==> src/rtl/fd_pipe_ce.sv <==
`default_nettype none
// ============================================================================
//  Module   : fd_pipe_ce
//  Purpose  : WIDTH-bit delay pipeline of DEPTH enabled stages with per-stage
//             valid bits, synchronous flush, occupancy count and a stage tap.
//  Revision : 1.0
// ============================================================================

module fd_pipe_ce #(
  parameter int WIDTH = 32,
  parameter int DEPTH = 4,
  parameter int SELW  = 2,
  parameter int CNTW  = 3
) (
  input  logic             CLK,
  input  logic             RST,
  input  logic             CE,
  input  logic             CLR,
  input  logic [WIDTH-1:0] D,
  input  logic             DV,
  output logic [WIDTH-1:0] Q,
  output logic             QV,
  input  logic [SELW-1:0]  TAP_SEL,
  output logic [WIDTH-1:0] TAP_Q,
  output logic             TAP_V,
  output logic [CNTW-1:0]  CNT,
  output logic             EMPTY,
  output logic             FULL
);

  logic [WIDTH-1:0] r_stage [DEPTH];
  logic [WIDTH-1:0] w_next  [DEPTH];
  logic [DEPTH-1:0] r_v;
  logic [DEPTH-1:0] w_vnext;
  logic [CNTW-1:0]  r_cnt;
  logic [WIDTH-1:0] w_tap_q;
  logic             w_tap_v;

  // Shift-in source for each stage: D/DV feed stage 0, every other stage
  // takes its predecessor.
  assign w_next[0]  = D;
  assign w_vnext[0] = DV;

  generate
    for (genvar gi = 1; gi < DEPTH; gi++) begin : g_link
      assign w_next[gi]  = r_stage[gi-1];
      assign w_vnext[gi] = r_v[gi-1];
    end
  endgenerate

  always_ff @(posedge CLK) begin
    if (RST || CLR) begin
      for (int i = 0; i < DEPTH; i++) begin
        r_stage[i] <= '0;
      end
      r_v   <= '0;
      r_cnt <= '0;
    end else if (CE) begin
      for (int i = 0; i < DEPTH; i++) begin
        r_stage[i] <= w_next[i];
      end
      r_v   <= w_vnext;
      // Incoming valid adds, outgoing valid leaves; full plus DV stays full.
      r_cnt <= r_cnt + CNTW'(DV) - CNTW'(r_v[DEPTH-1]);
    end
  end

  // Tap decode by equality so out-of-range selects fall through to zero.
  always_comb begin
    w_tap_q = '0;
    w_tap_v = 1'b0;
    for (int i = 0; i < DEPTH; i++) begin
      if (TAP_SEL == SELW'(i)) begin
        w_tap_q = r_stage[i];
        w_tap_v = r_v[i];
      end
    end
  end

  assign Q     = r_stage[DEPTH-1];
  assign QV    = r_v[DEPTH-1];
  assign TAP_Q = w_tap_q;
  assign TAP_V = w_tap_v;
  assign CNT   = r_cnt;
  assign EMPTY = (r_cnt == '0);
  assign FULL  = (r_cnt == CNTW'(DEPTH));

endmodule

`default_nettype wire

==> config.mk <==
export PLATFORM = sky130hd
export DESIGN_NAME = fd_pipe_ce
export DESIGN_NICKNAME = d
export VERILOG_FILES = /design/src/rtl/fd_pipe_ce.sv
export SDC_FILE = /design/constraint.sdc
export NUM_CORES = 1
export LEC_CHECK = 0
export ABC_AREA = 1
export ABC_CLOCK_PERIOD_IN_PS = 4400
export BUFFER_PORTS_ARGS = -buffer_cell sky130_fd_sc_hd__buf_2
export CAP_MARGIN = 20
export CORE_MARGIN = 2
export CORE_UTILIZATION = 27
export CTS_CLUSTER_DIAMETER = 150
export CTS_CLUSTER_SIZE = 25
export DETAILED_ROUTE_END_ITERATION = 7
export GPL_ROUTABILITY_DRIVEN = 0
export SETUP_SLACK_MARGIN = 0.2
export SLEW_MARGIN = 25
export SYNTH_ARGS = -nofsm -noshare
export SYNTH_HDL_FRONTEND = slang
export SYNTH_SLANG_ARGS = --single-unit
==> constraint.sdc <==
create_clock -name CLK -period 4.4 [get_ports CLK]
set_clock_uncertainty 0.05 [all_clocks]
set_input_delay 0.88 -clock CLK [delete_from_list [all_inputs] [get_ports CLK]]
set_output_delay 0.88 -clock CLK [all_outputs]
set_load 0.01 [all_outputs]
==> results of run 1 <==
## worst min-delay path, cell delays in order (launching register included)
cell	delay, ns
dfxtp_1	0.32
nand2_1	0.07
a21oi_1	0.05
## where the power goes
part | switching (mW) | leakage (nW) | internal [mW]
sequential | 0.0306 | 1.54 | 1.46
combinational | 0.129 | 1.39 | 0.0665
clock | 0.533 | 0.267 | 0.803
## registers in the layout, summed over array words and instances (netlist names)
| signal | cells |
|---|---|
| CNT | 3 |
| r_stage | 128 |
| r_v | 4 |
## path summary, 6_finish.rpt
check                      startpoint             endpoint  slack [ns]  cells past startpoint
hold / removal    CNT[2]$_SDFFE_PP0P_  CNT[2]$_SDFFE_PP0P_        0.43                      2
setup / recovery           TAP_SEL[1]            TAP_Q[13]        1.24                      5
hold reg to reg   CNT[2]$_SDFFE_PP0P_  CNT[2]$_SDFFE_PP0P_        0.43                      2
setup reg to reg  CNT[0]$_SDFFE_PP0P_  CNT[2]$_SDFFE_PP0P_        2.63                     11
## final cells by class
type | count | area [sq um] | area share, %
Inverter | 142 | 533 | 7.19
Tap cell | 280 | 350 | 4.72
Clock inverter | 9 | 78.8 | 1.06
Timing Repair Buffer | 113 | 608 | 8.20
Sequential cell | 135 | 3980 | 53.7
Multi-Input combinational cell | 320 | 1390 | 18.8
Clock buffer | 23 | 468 | 6.31
## cell usage after synthesis, types with 4 or more instances
cell type / n / share of area [%]
inv_1: 139 / 8.7
nand2_1: 137 / 8.5
edfxtp_1: 128 / 64
nor2_1: 128 / 8.0
nand4_1: 34 / 3.5
buf_2: 20 / 1.7
dfxtp_1: 7 / 2.3
clkbuf_1: 4 / 0.25
nand3_1: 4 / 0.33
## cells by family (layout without fill, tap and decap cells)
kind of cell / count (synthesis) / in the layout / share of synthesized area, %
buf+inv: 168 / 287 / 11.1
fa+ha+maj: 3 / 3 / 0.748
compound gates: 7 / 7 / 0.644
simple gates: 310 / 310 / 21.3
flops: 135 / 135 / 66.2
## metal layers
layer	vias up	global-route usage, %
met5	-	0
li1	2151	-
met1	1883	15.1
met4	0	5.56
met2	92	18.4
met3	15	2.67
## through the flow
step	util, %	instance area (sq um)	setup slack [ns]	hold slack, ns
global route	34.0	7420	1.06	0.460
floorplan	-	6020	1.37	0.405
global placement	31.3	6840	1.18	0.425
finish	34.0	7420	1.24	0.430
CTS	33.9	7390	1.15	0.437
detailed placement	31.3	6840	1.15	0.429
==> results.md, run 1 <==
- Slew headroom: 35.6%
- Full die area: 23500 sq um
- Final setup fails: 0
- Ant. Diodes: 0
- CP startpoint kind: input port
- Post-Synthesis Cells: 623
- Final total power: 3.02 mW
- Share of cells above drive strength 1: 20.2%
- Commonest non-fill, non-tap cell in the layout: inv_1
- Global-route wire length before repair: 21400 microns
- Required time of the critical path: 3.47 ns
- DP HPWL: 7680 microns
- Wire length on met2: 6030 microns
- Hold Vio Cnt, Final: 0
- Register area share after synthesis: 66.2%
- Syn avg cell area: 9.66 sq um
- Setup TNS: 0 ns
- Final wirelength: 13100 microns
- Yosys reg bits: 135
- Clock transition at path regs: 0.05 ns
- Max incr delay on CP: 0.75 ns
- H-tree levels: 4
- Critical-path maximum fanout: 33
- Least-Margin Pin Slew: 0.963 ns
- Core area: 21800 sq um
- Via/cell ratio: 4.05
- Syn nets: 665
- Post-synthesis cell area: 6020 sq um
- # resized after CTS: 0
- Initial DRC Count: 293
- Average wire per standard cell: 12.8 microns
- Post-CTS Setup Inserts: 0
- Most used cell, CP: buf_2
- Crit end category: primary output
- Achievable Freq: 0.316 GHz
- CTS Hold Bufs: 0
- Routed Antenna Nets: 0
- Clk_lat worst skew: 0.42 ns
- Post-synthesis cell type count: 21
- DIE WIDTH: 153 microns
- Lkg Pwr: 3.20 nW
- CP top delay family: simple AND/OR/NAND/NOR gates
- Worst path bufs/invs: 2
- Die Span Y: 153 microns
- Main synth FF type: edfxtp_1
- Highest metal used: met4
- TritonCTS clock tree: built
- Slowest CP cell: nor2_4
- Vias: 4141
- Max_cap viols: 0
- Period utilization: 71.9%
- Fin cells: 1022
- # nets final: 771
- Most frequent cells in the layout: inv_1 (139), nand2_1 (136), nor2_1 (128), edfxtp_1 (128), buf_2 (109)
- Dpl cells: 989
- Drt first pass iters: 4
- Tmin final: 3.16 ns
- Root Buffer Master: clkbuf_16
- Wire length on met3: 510 microns
- DR DRC count: 0
- PwrDens: 408 nW/um^2
- Wl on met1: 6300 microns
- Clk buf depth: 2
- Worst path cell trace: buf_2, nor2_4, nand2_1, nand4_1, buf_2
- Grt ovf: 0
- Initial Util: 27.6%
- I/O pins: 110
- Synth-to-Final Area Change: 23.2%
- Vias in the first global route: 4002
- Setup CP Type: in -> out
- Largest net degree at the start of global routing: 134
- Total clock sinks: 135
- Final-layout fill cell count: 2251
- Warning count from the yosys run: 0
- Fraction of registers with async set or reset after synthesis: 0%
- Peak supply drop: 0.246 mV
- IO Port Bufs: 109
- Post-synth EDFFs: 128
- Cell Rows: 54
- Status: finished clean
- Worst Hold Class: reg -> reg
- Global Route Usage Sum: 11.6%
- Final-report max-slew violation count: 0
- RSZ-0062 raised after global routing: false
- Num CTS Buffers: 17
- Crit path DAT: 2.23 ns
- Initial antenna violation count: 0
(Power assumes the default switching activity.)
==> run 2, diff against run 1 <==
ABC_CLOCK_PERIOD_IN_PS = 2640   (was 4400)
clock period = 2.64 ns   (was 4.4 ns; I/O delays follow)
==> results.md, run 2 (synthesis results as in run 1) <==
- Tmin final: 1.97 ns
- Worst Hold Class: in -> reg
- Achievable Freq: 0.507 GHz
- Global-route wire length before repair: 21400 microns
- Root Buffer Master: clkbuf_16
- Largest register FFs: 128
- PwrDens: 686 nW/um^2
- Full die area: 23500 sq um
- Routed Antenna Nets: 0
- Final setup fails: 0
- Slowest CP cell: buf_12
- # resized after CTS: 0
- Status: finished clean
- Clk_lat worst skew: 0.41 ns
- Internal power: 4.03 mW
- H-tree levels: 4
- Slew headroom: 50.8%
- Sequential Power Share: 48.2%
- Global Route Usage Sum: 11.5%
- Peak supply drop: 0.358 mV
- Final wirelength: 13100 microns
- CP startpoint kind: input port
- NetSw: 1.13 mW
- Cell Rows: 54
- Least-Margin Pin Slew: 0.738 ns
- Synth-to-Final Area Change: 25.1%
- Most used cell, CP: buf_2
- Initial Util: 27.6%
- Critical-path maximum fanout: 33
- Hold Vio Cnt, Final: 0
- Vias: 4220
- Drt first pass iters: 4
- Average wire per standard cell: 12.7 microns
- Lkg Pwr: 3.25 nW
- Period utilization: 74.7%
- CTS Hold Bufs: 0
- Final-report max-slew violation count: 0
- DP HPWL: 8240 microns
- Worst path cell trace: buf_2, inv_2, nor2_4, buf_12, nand2_1, nand4_1, buf_2
- Required time of the critical path: 2.06 ns
- I/O pins: 110
- Clock transition at path regs: 0.06 ns
- Core area: 21800 sq um
- Sw Ratio: 21.9%
- Clock share of power: 45.2%
- # nets final: 777
- Die Span Y: 153 microns
- TritonCTS clock tree: built
- DIE WIDTH: 153 microns
- Worst path bufs/invs: 4
- Max_cap viols: 0
- Most frequent cells in the layout: inv_1 (139), nand2_1 (136), nor2_1 (128), edfxtp_1 (128), buf_2 (109)
- Vias in the first global route: 4182
- Largest net degree at the start of global routing: 68
- Initial antenna violation count: 0
- Num CTS Buffers: 17
- Commonest non-fill, non-tap cell in the layout: inv_1
- DR DRC count: 0
- Max incr delay on CP: 0.22 ns
- Comb power frac: 6.6%
- Setup TNS: 0 ns
- Ant. Diodes: 0
- Initial DRC Count: 275
- Largest Register: r_stage
- Total clock sinks: 135
- IO Port Bufs: 109
- Clk buf depth: 2
- Crit path DAT: 1.39 ns
- Share of cells above drive strength 1: 20.5%
- Via/cell ratio: 4.11
- Setup CP Type: in -> out
- Fin Hold WS: 0.361 ns
- Post-CTS Setup Inserts: 0
- RSZ-0062 raised after global routing: false
- Grt ovf: 0
- CP top delay family: buffers and inverters
- Crit end category: primary output
-- run 2: worst register-to-register path, stage by stage (launching register included) --
cell	delay, ns
dfxtp_1	0.38
inv_1	0.07
ha_1	0.26
inv_1	0.06
ha_1	0.13
inv_1	0.04
fa_1	0.37
inv_1	0.06
nand2_1	0.06
nand3_1	0.07
nand2_1	0.05
a21oi_1	0.11
-- run 2: area by class of cell --
class	instances	area, sq um
Clock buffer	22	444
Timing Repair Buffer	119	696
Sequential cell	135	3980
Multi-Input combinational cell	320	1390
Clock inverter	10	129
Inverter	142	533
Fill cell	2274	14300
Tap cell	280	350
-- run 2: power groups by stage --
stage | Clock [mW] | Combinational, mW | Sequential [mW]
after detailed placement | 0 | 0.351 | 2.53
after floorplan | 0 | 0.179 | 2.53
after CTS | 2.42 | 0.352 | 2.49
final | 2.33 | 0.342 | 2.49
after global routing | 2.51 | 0.386 | 2.50
after global placement | 0 | 0.348 | 2.53
-- run 2: path summary, 6_finish.rpt --
kind                         endpoint  slack (ns)                 from  cells past startpoint
setup / recovery             TAP_Q[6]        0.67           TAP_SEL[0]                      7
hold / removal    r_v[0]$_SDFFE_PP0P_        0.36                   DV                      3
setup reg to reg  CNT[2]$_SDFFE_PP0P_        0.85  CNT[0]$_SDFFE_PP0P_                     11
hold reg to reg   r_v[1]$_SDFFE_PP0P_        0.44  r_v[0]$_SDFFE_PP0P_                      2
-- run 2: metal layers --
layer  vias up  wire length [microns]  GRT usage, %
li1       2163                      -             -
met1      1932                   6140          15.3
met2       110                   6100          18.0
met3        15                    667          3.32
met4         0                    158          3.97
met5         -                      0             0
-- run 2: metrics by stage --
stage | worst slack, ns | area, sq um | utilization [%] | cells | power (mW)
finish | 0.669 | 7530 | 34.5 | 1028 | 5.16
global placement | 0.656 | 6960 | 31.9 | 996 | 2.88
detailed placement | 0.650 | 6960 | 31.9 | 996 | 2.88
floorplan | 0.700 | 6030 | - | 623 | 2.71
global route | 0.577 | 7530 | 34.5 | 1028 | 5.39
CTS | 0.649 | 7530 | 34.5 | 1028 | 5.26
